**src/rtl/cnn_pkg.sv**
```systemverilog
// Shared constants, FSM state type and output saturation helper for the binary conv stage.
package cnn_pkg;

    localparam int FMAP_DIM    = 26;
    localparam int FMAP_LEN    = FMAP_DIM * FMAP_DIM;
    localparam int N_TAPS      = 9;
    localparam int WT_PER_FILT = 10;

    typedef enum logic [1:0] {
        IDLE = 2'd0,
        TAP  = 2'd1,
        OUT  = 2'd2,
        FULL = 2'd3
    } conv_state_t;

    // Negative sums clamp to zero (ReLU); anything above a byte clamps to 255.
    function automatic logic [7:0] relu_sat8(input logic signed [31:0] acc);
        if (acc < 0) begin
            return 8'd0;
        end
        if (acc > 255) begin
            return 8'hFF;
        end
        return acc[7:0];
    endfunction

endpackage

```
**src/rtl/cnn_conv_window_if.sv**
```systemverilog
// Window-reader handshake, weight-load port and feature-map write bus of the conv stage.
interface cnn_conv_window_if #(
    parameter int N_FILT = 4
);
    logic                  frame_clr;
    logic                  strt;
    logic                  din;
    logic                  bsy;
    logic                  wt_we;
    logic [5:0]            wt_addr;
    logic [7:0]            wt_din;
    logic                  fm_wr;
    logic [9:0]            fm_addr;
    logic [8*N_FILT-1:0]   fm_data;
    logic                  frame_done;

    modport master (
        output frame_clr, strt, din, wt_we, wt_addr, wt_din,
        input  bsy, fm_wr, fm_addr, fm_data, frame_done
    );

    modport slave (
        input  frame_clr, strt, din, wt_we, wt_addr, wt_din,
        output bsy, fm_wr, fm_addr, fm_data, frame_done
    );
endinterface

```
**src/rtl/cnn_conv_mac.sv**
```systemverilog
// One filter: 9 tap weights plus bias, a serial signed accumulator and ReLU/saturation.
module cnn_conv_mac
    import cnn_pkg::*;
#(
    parameter int ACC_W = 12
) (
    input  logic       clk,
    input  logic       rst_n,
    input  logic       clr,
    input  logic       ld,
    input  logic [3:0] tap,
    input  logic       en,
    input  logic       din,
    input  logic       wt_we,
    input  logic [3:0] wt_idx,
    input  logic [7:0] wt_din,
    output logic [7:0] q
);

    logic [7:0]              wt_q [WT_PER_FILT];
    logic signed [ACC_W-1:0] acc_q;
    logic signed [ACC_W-1:0] acc_d;
    logic signed [ACC_W-1:0] base_w;
    logic signed [ACC_W-1:0] term_w;

    // The bias is folded in on tap 0 rather than at accept, so a bias written
    // on the accept cycle is still used by that window. q reflects the sum
    // including the current tap, letting the top register it on the last tap.
    always_comb begin
        term_w = din ? {{(ACC_W-8){wt_q[tap][7]}}, wt_q[tap]} : '0;
        base_w = ld ? {{(ACC_W-8){wt_q[N_TAPS][7]}}, wt_q[N_TAPS]} : acc_q;
        acc_d  = en ? base_w + term_w : acc_q;
        q      = relu_sat8(32'(acc_d));
    end

    always_ff @(posedge clk or negedge rst_n) begin
        if (!rst_n) begin
            acc_q <= '0;
        end else if (clr) begin
            acc_q <= '0;
        end else begin
            acc_q <= acc_d;
        end
    end

    // Weights survive frame restarts; only the async reset clears them.
    always_ff @(posedge clk or negedge rst_n) begin
        if (!rst_n) begin
            for (int i = 0; i < WT_PER_FILT; i++) begin
                wt_q[i] <= '0;
            end
        end else if (wt_we) begin
            wt_q[wt_idx] <= wt_din;
        end
    end

endmodule

```
**src/rtl/cnn_conv_window.sv**
```systemverilog
// Binary 3x3 convolution stage: consumes serial windows, writes one packed ReLU byte per filter.
module cnn_conv_window
    import cnn_pkg::*;
#(
    parameter int N_FILT = 4,
    parameter int ACC_W  = 12
) (
    input  logic             clk,
    input  logic             rst_n,
    cnn_conv_window_if.slave conv_if
);

    localparam logic [6:0] WT_LIMIT   = 7'(WT_PER_FILT * N_FILT);
    localparam logic [9:0] FMAP_LEN_C = 10'(FMAP_LEN);
    localparam logic [9:0] LAST_IDX   = 10'(FMAP_LEN - 1);
    localparam logic [3:0] LAST_TAP   = 4'(N_TAPS - 1);

    conv_state_t         state_q;
    logic [3:0]          tap_q;
    logic [9:0]          count_q;
    logic                bsy_q;
    logic                fm_wr_q;
    logic [9:0]          fm_addr_q;
    logic [8*N_FILT-1:0] fm_data_q;
    logic                frame_done_q;

    logic                accept_w;
    logic                tap_en_w;
    logic                last_tap_w;
    logic                wt_ok_w;
    logic [5:0]          wt_filt_w;
    logic [3:0]          wt_idx_w;
    logic [7:0]          mac_q [N_FILT];
    logic [8*N_FILT-1:0] fm_data_d;

    assign accept_w   = (state_q == IDLE) && conv_if.strt && !bsy_q && (count_q < FMAP_LEN_C);
    assign tap_en_w   = (state_q == TAP);
    assign last_tap_w = tap_en_w && (tap_q == LAST_TAP);

    // Weight writes are refused mid-window so a window never sees a half-updated filter.
    assign wt_ok_w   = conv_if.wt_we && !bsy_q && ({1'b0, conv_if.wt_addr} < WT_LIMIT);
    assign wt_filt_w = 6'(conv_if.wt_addr / 6'd10);
    assign wt_idx_w  = 4'(conv_if.wt_addr % 6'd10);

    for (genvar f = 0; f < N_FILT; f++) begin : g_mac
        cnn_conv_mac #(
            .ACC_W (ACC_W)
        ) u_mac (
            .clk    (clk),
            .rst_n  (rst_n),
            .clr    (conv_if.frame_clr),
            .ld     (tap_q == 4'd0),
            .tap    (tap_q),
            .en     (tap_en_w),
            .din    (conv_if.din),
            .wt_we  (wt_ok_w && (wt_filt_w == 6'(f))),
            .wt_idx (wt_idx_w),
            .wt_din (conv_if.wt_din),
            .q      (mac_q[f])
        );
    end

    always_comb begin
        fm_data_d = '0;
        for (int f = 0; f < N_FILT; f++) begin
            fm_data_d[8*f +: 8] = mac_q[f];
        end
    end

    // Control FSM. The result is captured on the edge that consumes tap 8, so
    // the write strobe is visible during OUT; count advances on that same edge
    // and OUT decides between IDLE and FULL from the already-advanced count.
    always_ff @(posedge clk or negedge rst_n) begin
        if (!rst_n) begin
            state_q      <= IDLE;
            tap_q        <= '0;
            count_q      <= '0;
            bsy_q        <= 1'b0;
            fm_wr_q      <= 1'b0;
            fm_addr_q    <= '0;
            fm_data_q    <= '0;
            frame_done_q <= 1'b0;
        end else if (conv_if.frame_clr) begin
            state_q      <= IDLE;
            tap_q        <= '0;
            count_q      <= '0;
            bsy_q        <= 1'b0;
            fm_wr_q      <= 1'b0;
            frame_done_q <= 1'b0;
        end else begin
            fm_wr_q      <= 1'b0;
            frame_done_q <= 1'b0;
            case (state_q)
                IDLE: begin
                    if (accept_w) begin
                        state_q <= TAP;
                        tap_q   <= '0;
                        bsy_q   <= 1'b1;
                    end
                end
                TAP: begin
                    tap_q <= tap_q + 4'd1;
                    if (last_tap_w) begin
                        state_q      <= OUT;
                        fm_wr_q      <= 1'b1;
                        fm_addr_q    <= count_q;
                        fm_data_q    <= fm_data_d;
                        frame_done_q <= (count_q == LAST_IDX);
                        count_q      <= count_q + 10'd1;
                    end
                end
                OUT: begin
                    bsy_q   <= 1'b0;
                    state_q <= (count_q == FMAP_LEN_C) ? FULL : IDLE;
                end
                FULL: begin
                    bsy_q <= 1'b0;
                end
                default: begin
                    state_q <= IDLE;
                end
            endcase
        end
    end

    assign conv_if.bsy        = bsy_q;
    assign conv_if.fm_wr      = fm_wr_q;
    assign conv_if.fm_addr    = fm_addr_q;
    assign conv_if.fm_data    = fm_data_q;
    assign conv_if.frame_done = frame_done_q;

endmodule
```
**src/flat_wrapper.sv**
```systemverilog
// flat-port wrapper written by rule: the top's interface ports become plain ports
module cnn_conv_window_flat import cnn_pkg::*;
#(
    parameter int N_FILT = 4,
    parameter int ACC_W  = 12
)
  (clk, rst_n, conv_if_frame_clr, conv_if_strt, conv_if_din, conv_if_wt_we, conv_if_wt_addr, conv_if_wt_din, conv_if_bsy, conv_if_fm_wr, conv_if_fm_addr, conv_if_fm_data, conv_if_frame_done);
  cnn_conv_window_if #(.N_FILT(N_FILT)) conv_if_i ();
  input  logic clk;
  input  logic rst_n;
  input wire logic [$bits(conv_if_i.frame_clr)-1:0] conv_if_frame_clr;
  input wire logic [$bits(conv_if_i.strt)-1:0] conv_if_strt;
  input wire logic [$bits(conv_if_i.din)-1:0] conv_if_din;
  input wire logic [$bits(conv_if_i.wt_we)-1:0] conv_if_wt_we;
  input wire logic [$bits(conv_if_i.wt_addr)-1:0] conv_if_wt_addr;
  input wire logic [$bits(conv_if_i.wt_din)-1:0] conv_if_wt_din;
  output wire logic [$bits(conv_if_i.bsy)-1:0] conv_if_bsy;
  output wire logic [$bits(conv_if_i.fm_wr)-1:0] conv_if_fm_wr;
  output wire logic [$bits(conv_if_i.fm_addr)-1:0] conv_if_fm_addr;
  output wire logic [$bits(conv_if_i.fm_data)-1:0] conv_if_fm_data;
  output wire logic [$bits(conv_if_i.frame_done)-1:0] conv_if_frame_done;
  assign conv_if_i.frame_clr = conv_if_frame_clr;
  assign conv_if_i.strt = conv_if_strt;
  assign conv_if_i.din = conv_if_din;
  assign conv_if_i.wt_we = conv_if_wt_we;
  assign conv_if_i.wt_addr = conv_if_wt_addr;
  assign conv_if_i.wt_din = conv_if_wt_din;
  assign conv_if_bsy = conv_if_i.bsy;
  assign conv_if_fm_wr = conv_if_i.fm_wr;
  assign conv_if_fm_addr = conv_if_i.fm_addr;
  assign conv_if_fm_data = conv_if_i.fm_data;
  assign conv_if_frame_done = conv_if_i.frame_done;
  cnn_conv_window #(.N_FILT(N_FILT), .ACC_W(ACC_W)) u_core (.clk(clk), .rst_n(rst_n), .conv_if(conv_if_i));
endmodule
```
**config.mk**
```make
export PLATFORM = sky130hd
export DESIGN_NAME = cnn_conv_window_flat
export DESIGN_NICKNAME = d
export VERILOG_FILES = /design/src/rtl/cnn_pkg.sv /design/src/rtl/cnn_conv_window_if.sv /design/src/rtl/cnn_conv_mac.sv /design/src/rtl/cnn_conv_window.sv /design/src/flat_wrapper.sv
export SDC_FILE = /design/constraint.sdc
export NUM_CORES = 1
export LEC_CHECK = 0
export CAP_MARGIN = 30
export CORE_MARGIN = 3
export CORE_UTILIZATION = 40
export DETAILED_ROUTE_END_ITERATION = 12
export PLACE_DENSITY = 0.54
export RECOVER_POWER = 100
export SLEW_MARGIN = 20
export SYNTH_ARGS = -nofsm -noshare
export SYNTH_HDL_FRONTEND = slang
export SYNTH_SLANG_ARGS = --single-unit
```
**constraint.sdc**
```tcl
create_clock -name clk -period 6.2 [get_ports clk]
set_input_delay 1.24 -clock clk [delete_from_list [all_inputs] [get_ports clk]]
set_output_delay 1.24 -clock clk [all_outputs]
set_load 0.02 [all_outputs]
```
==> results.toml, run 1 <==
[yosys]
synth_xor_area_share_pct = 1.53
yosysUniqueCellTypes = 82
syn_inst = 1924
async_reset_ff_share_pct = 100
synth_area_um2 = 22600
synth_edf_count = 0
avgSynthCellArea_um2 = 11.8
synth_nets = 2001
ys.flop_type = "dfrtp_1"
yosysSeqAreaShare_pct = 47.4
synthMuxAreaShare_pct = 25.9
synthAdderAreaFrac_pct = 3.28
synth_compound_area_share_pct = 7.51
ys_warn_count = 0
synth_top_family_by_area = "multiplexers"
synth-seq-cells = 429
synthSimpleGateAreaFrac_pct = 11.8

[detailed_routing]
ant_nets = 0
drtIter0Drc = 821
routedWlPerCell_um = 20.5
num_vias = 15100
dr.pass1.iters = 5
via_per_inst = 5.49
routed_wl_mm = 56.3
drc_errors = 0

[timing]
setup_viol = 0
relSlewSlack_pct = -126
max_freq_mhz = 190
tightest_slew_ns = 3.39
post-route-min-period_ns = 5.25
finalHoldViolCount = 0
rsz0062_at_grt = "no"
layout_setup_ws_ns = 0.949
post-route-period-util_pct = 84.7
finalSetupTns_ns = 0
clock_skew_ns = 0.00803
slew_viol_final = 304

[clock_network]
ctsResizeCount = 0
clkSlewWorstSetupHoldPaths_ns = 0.06
cts.sinks = 429
cts_setup_buffers = 0
cts_buffers = 48
cts_tree = "built"
h-tree-depth = 2
clk-insertion-delay-late_ns = 0.58
cts_buffer_depth = 3
ctsHoldBuffers = 0
root_buffer = "clkbuf_16"

[worst_setup_path]
arrival_ns = 5.73
cp.required_ns = 6.68
crit_type = "flip-flop to flip-flop"
regToRegSetupSlack_ns = 0.95
cp_top_family = "buffers and inverters"
cp-end-kind = "flip-flop"
cp_slowest_stage_delay_ns = 0.83
crit_chain = "inv_2, nand3_1, clkbuf_1, nand2_1, nand2_1, ha_1, inv_1, fa_1, nor2b_1, o2111ai_1, a31oi_1, a31oi_1, mux2i_1, nor3_1, buf_4, a211oi_1"
slowest_stage = "clkbuf_1"
start_kind = "flip-flop"
r2r_cells = 16
crit-reg2reg-launch = "u_core.tap_q[2]$_DFFE_PN0P_"
crit_fanout = 29
critical_path_buf_inv_count = 4
r2r-end = "u_core.conv_if.fm_data[17]$_DFFE_PN0P_"

[grt]
grt_start_max_net_pins = 164
antenna_found_initial = 0
grt_first_pass_wirelength_mm = 90.0
grt_pass1_vias = 15500
grt_overflow_total = 0
grt_usage_pct = 19.0

[pwr]
power_w = 0.00884
power.leakage_nw = 12.2
vdd_drop_max_mv = 0.244
p_per_area_nw_per_um2 = 348

[hold_path]
hold-path-endpoint = "u_core.conv_if.fm_addr[9]$_DFFE_PN0P_"
hold_path.class = "flip-flop to flip-flop"
min_path_cells = 2
min_from = "u_core.conv_if.fm_addr[9]$_DFFE_PN0P_"

[run]
cap_violations = 3

[placed_design]
dpl.hpwl_mm = 37.2
gp_congestion = 0.848
dp_slack_ns = 0.879
io_buffers = 64
dpl_cell_area_um2 = 24100

[floorplan]
dieArea_um2 = 59500
dieWidth_um = 244
std_cell_rows = 86
start_util_pct = 40.8
fp.dieH_um = 244
io_pins = 65
fp.coreArea_um2 = 55500

[outcome]
outcome = "finished, violations left"
violations = "capacitance limit, slew limit"

[final_layout]
nets = 2038
drive_gt1_share_pct = 20.3
finalInstanceArea_um2 = 25400
diodes = 0
areaGrowthSynthToFinish_pct = 12.2
[worst max-delay path by stage]
stage                                startpoint                                endpoint  slack, ns  depth (start not counted)
floorplan           u_core.tap_q[0]$_DFFE_PN0P_   u_core.conv_if.fm_data[0]$_DFFE_PN0P_       1.41                         21
global placement                    conv_if_din  u_core.conv_if.fm_data[30]$_DFFE_PN0P_       0.93                         13
detailed placement                  conv_if_din  u_core.conv_if.fm_data[26]$_DFFE_PN0P_       0.88                         13
CTS                 u_core.tap_q[2]$_DFFE_PN0P_  u_core.conv_if.fm_data[25]$_DFFE_PN0P_       1.21                         12
global route        u_core.tap_q[2]$_DFFE_PN0P_  u_core.conv_if.fm_data[21]$_DFFE_PN0P_       0.49                         16
finish              u_core.tap_q[2]$_DFFE_PN0P_  u_core.conv_if.fm_data[17]$_DFFE_PN0P_       0.95                         16
[layout make-up]
type,instances,area (um^2)
fillers,5160,30100
inverters,35,131
flip-flops and latches,429,10700
well taps,748,936
repair buffers,98,926
multi-input cells,1349,11100
clock buffers,63,1360
clock inverters,18,230
[sequential cells by signal (all words and copies together) (netlist names)]
signal	count
u_core.conv_if.fm_wr	1
u_core.conv_if.fm_addr	10
u_core.conv_if.frame_done	1
u_core.state_q	2
u_core.count_q	10
u_core.conv_if.fm_data	32
u_core.g_mac.u_mac.acc_q	48
u_core.conv_if.bsy	1
u_core.g_mac.u_mac.wt_q	320
u_core.tap_q	4
[cells in the final DEF (no fill, tap or decap), types with 13 or more instances in the layout]
cell type | synthesis | layout
nor3_1 | 32 | 32
clkbuf_16 | 0 | 48
mux2_1 | 99 | 100
mux2i_1 | 80 | 80
o21ai_0 | 56 | 57
nand2_1 | 225 | 225
a211oi_1 | 31 | 31
a22oi_1 | 13 | 13
mux4_2 | 64 | 64
and2_0 | 0 | 15
ha_1 | 53 | 52
and2_1 | 37 | 22
nand3_1 | 18 | 18
xnor2_1 | 23 | 23
nor2b_1 | 17 | 17
dfrtp_1 | 429 | 427
clkdlybuf4s50_1 | 0 | 15
o22ai_1 | 27 | 27
buf_4 | 5 | 21
mux2_2 | 222 | 221
nor2_1 | 120 | 140
inv_1 | 33 | 33
nand2b_1 | 13 | 13
o21a_1 | 14 | 14
dlygate4sd3_1 | 0 | 47
a21oi_1 | 42 | 42
[through the flow]
stage,cells,hold slack [ns],util [%]
finish,2740,0.467,45.7
global route,2740,0.487,45.7
CTS,2740,0.477,46.3
global placement,2658,0.458,43.4
floorplan,1924,0.450,-
detailed placement,2659,0.463,43.4
[cell usage after synthesis (all sizes together), types with 31 or more instances]
cell type / n / share of area (%)
nor2: 140 / 3.3
a21oi: 43 / 0.97
ha: 53 / 2.9
nor3: 32 / 0.71
buf: 35 / 0.74
mux4: 64 / 6.4
a211oi: 31 / 1.0
inv: 35 / 0.58
mux2: 321 / 16
and2: 37 / 1.0
nand2: 225 / 3.7
dfrtp: 429 / 47
clkbuf: 76 / 1.3
o21ai: 60 / 1.3
mux2i: 80 / 3.5
[kinds of logic (layout without fill, tap and decap cells)]
kind of cell               after synthesis  after routing
DFF                                    429            429
muxes                                  465            465
adders and majority gates               57             57
xor gates and xnor gates                36             36
and+or+nand+nor                        534            534
buffers and inverters                  146            214
AOI/OAI and AO/OA                      257            257
[tightest hold or removal path, cell delays in order (launching register included)]
cell	delay, ns
dfrtp_1	0.33
nand2_1	0.05
nand2_1	0.05
[power by group]
part	internal, W	leakage [nW]	total, W	switching (W)
Combinational	0.00109	5.54	0.00238	0.00129
Sequential	0.00327	5.87	0.00357	0.000301
Clock	0.00174	0.794	0.00289	0.00116
Total	0.00609	12.2	0.00884	0.00275
[per-layer routing]
metal / vias up / global-route usage [%] / wire length, um
met5: - / 0 / 0
met4: 0 / 5.43 / 1340
met1: 7701 / 28.1 / 27900
met3: 73 / 2.28 / 1780
li1: 7019 / - / -
met2: 258 / 29.4 / 25300
No activity file was read; power rests on OpenSTA's default activity.
==> inputs of run 2 (changes only) <==
==> constraint.sdc (replaced) <==
create_clock -name clk -period 5.1 [get_ports clk]
set_input_delay 1.02 -clock clk [delete_from_list [all_inputs] [get_ports clk]]
set_output_delay 1.02 -clock clk [all_outputs]
set_load 0.02 [all_outputs]
==> run 2 against run 1 <==
Effect of this change:
- the flow still finishes with violations (capacitance limit, slew limit)
- combinational power is 24% higher
- global-route usage increased by 0.32 points
- critical path depth is 3 lower
- largest power group unchanged
==> results.toml, run 2 (synthesis gave the netlist of run 1 again) <==
[outcome]
outcome = "finished, violations left"
violations = "capacitance limit, slew limit"

[grt]
grt_overflow_total = 0
grt_start_max_net_pins = 97
grt_usage_pct = 19.3
antenna_found_initial = 0
grt_pass1_vias = 15800
grt_first_pass_wirelength_mm = 91.0

[floorplan]
io_pins = 65
fp.dieH_um = 244
dieArea_um2 = 59500
dieWidth_um = 244
std_cell_rows = 86
fp.coreArea_um2 = 55500
start_util_pct = 40.8

[detailed_routing]
ant_nets = 0
routed_wl_mm = 57.0
dr.pass1.iters = 5
drc_errors = 0
num_vias = 15300
drtIter0Drc = 989
via_per_inst = 5.52
routedWlPerCell_um = 20.6

[clock_network]
cts_setup_buffers = 0
clkSlewWorstSetupHoldPaths_ns = 0.06
root_buffer = "clkbuf_16"
cts_buffer_depth = 3
ctsHoldBuffers = 0
cts_tree = "built"
clk-insertion-delay-late_ns = 0.60
h-tree-depth = 2
cts_buffers = 50
ctsResizeCount = 0
cts.sinks = 429

[pwr]
power.leakage_nw = 12.4
vdd_drop_max_mv = 0.307
p_per_area_nw_per_um2 = 430

[placed_design]
dp_slack_ns = 0.322
io_buffers = 64
gp_congestion = 0.864
dpl.hpwl_mm = 37.9
dpl_cell_area_um2 = 24300

[run]
cap_violations = 4

[timing]
post-route-period-util_pct = 92.9
max_freq_mhz = 211
finalHoldViolCount = 0
tightest_slew_ns = 2.62
rsz0062_at_grt = "no"
hold_ws_ns = 0.467
relSlewSlack_pct = -74.4
finalSetupTns_ns = 0
post-route-min-period_ns = 4.74
setup_viol = 0
slew_viol_final = 200
layout_setup_ws_ns = 0.361
clock_skew_ns = 0.0196

[final_layout]
finalInstanceArea_um2 = 25700
mostFrequentLayoutCell = "dfrtp_1"
drive_gt1_share_pct = 21.4
diodes = 0
areaGrowthSynthToFinish_pct = 13.5
nets = 2064
final_cell_mix = "dfrtp_1 (427), nand2_1 (225), mux2_2 (222), nor2_1 (137), mux2_1 (99)"
largest_reg_flops = 320
top_register = "u_core.g_mac.u_mac.wt_q"

[worst_setup_path]
regToRegSetupSlack_ns = 0.46
worst_path_most_repeated_cell = "nor2_1"
crit_chain = "dlygate4sd3_1, nand2b_1, nor2_1, o31ai_1, ha_1, nor4b_1, o21ai_0, nand4b_1, and3b_1, or4b_1, clkbuf_1, nor2_1, mux2_1"
cp-end-kind = "flip-flop"
crit_fanout = 12
start_kind = "input port"
cp.required_ns = 5.57
slowest_stage = "dlygate4sd3_1"
arrival_ns = 5.21
crit_type = "input port to flip-flop"
cp_slowest_stage_delay_ns = 0.84

[hold_path]
hold_path.class = "flip-flop to flip-flop"
==> run 2: cell count changes in the layout (fill, tap and decap cells not counted), sizes merged <==
cell,previous run,this run
clkbuf,71,86
buf,27,41
bufinv,5,7
clkdlybuf4s50,15,16
clkinv,12,11
clkinvlp,0,1
dlygate4sd3,47,46
inv,36,37
==> run 2: final timing paths <==
kind | start | to | cells past startpoint
max | conv_if_wt_addr[5] | u_core.g_mac[3].u_mac.wt_q[73]$_DFFE_PN0P_ | 13
min reg2reg | u_core.conv_if.fm_addr[2]$_DFFE_PN0P_ | u_core.conv_if.fm_addr[2]$_DFFE_PN0P_ | 2
min | u_core.conv_if.fm_addr[2]$_DFFE_PN0P_ | u_core.conv_if.fm_addr[2]$_DFFE_PN0P_ | 2
max in group asynchronous | rst_n | u_core.tap_q[0]$_DFFE_PN0P_ | 2
min in group asynchronous | rst_n | u_core.conv_if.fm_data[0]$_DFFE_PN0P_ | 1
max reg2reg | u_core.tap_q[0]$_DFFE_PN0P_ | u_core.conv_if.fm_data[2]$_DFFE_PN0P_ | 16
==> run 2: critical path, delay by kind of cell <==
family	cells	cell delay, ns
adders and majority gates	1	0.28
and+or+nand+nor	7	2.09
muxes	1	0.39
AOI/OAI and AO/OA	2	0.39
buffers and inverters	2	1.02
==> run 2: stage by stage <==
| stage | power [W] | util (%) | cells |
|---|---|---|---|
| floorplan | 0.00643 | - | 1924 |
| global placement | 0.00730 | 43.7 | 2681 |
| detailed placement | 0.00738 | 43.7 | 2682 |
| CTS | 0.0112 | 46.8 | 2771 |
| global route | 0.0117 | 46.2 | 2772 |
| finish | 0.0111 | 46.2 | 2772 |
==> run 2: final cells by class <==
type                    instances  area [um^2]
inverters                      35          131
flip-flops and latches        429        10700
fillers                      5192        29800
repair buffers                122         1040
multi-input cells            1349        11100
clock buffers                  68         1430
well taps                     748          936
clock inverters                21          313
==> run 2: report_power, final <==
part	switching (W)	leakage, nW	total (W)	internal [W]
clock network	0.00147	0.860	0.00378	0.00232
registers	0.000342	5.87	0.00432	0.00397
logic	0.00161	5.62	0.00295	0.00134
total	0.00342	12.4	0.0111	0.00763
==> run 2: per-layer routing <==
layer / GRT usage, % / vias up / wire length (um)
li1: - / 7079 / -
met1: 27.5 / 7836 / 27200
met4: 5.49 / 0 / 1300
met5: 0 / - / 0
met3: 2.92 / 92 / 2420
met2: 30.8 / 286 / 26100
==> inputs of run 3 (changes only) <==
--- a/config.mk
+++ b/config.mk
@@ -9,6 +9,7 @@
 export CORE_MARGIN = 3
 export CORE_UTILIZATION = 40
 export DETAILED_ROUTE_END_ITERATION = 12
+export HOLD_SLACK_MARGIN = 0.03
 export PLACE_DENSITY = 0.54
 export RECOVER_POWER = 100
 export SLEW_MARGIN = 20
==> results of run 3 <==
The final DEF is identical to that of run 2; final timing and power are the same.
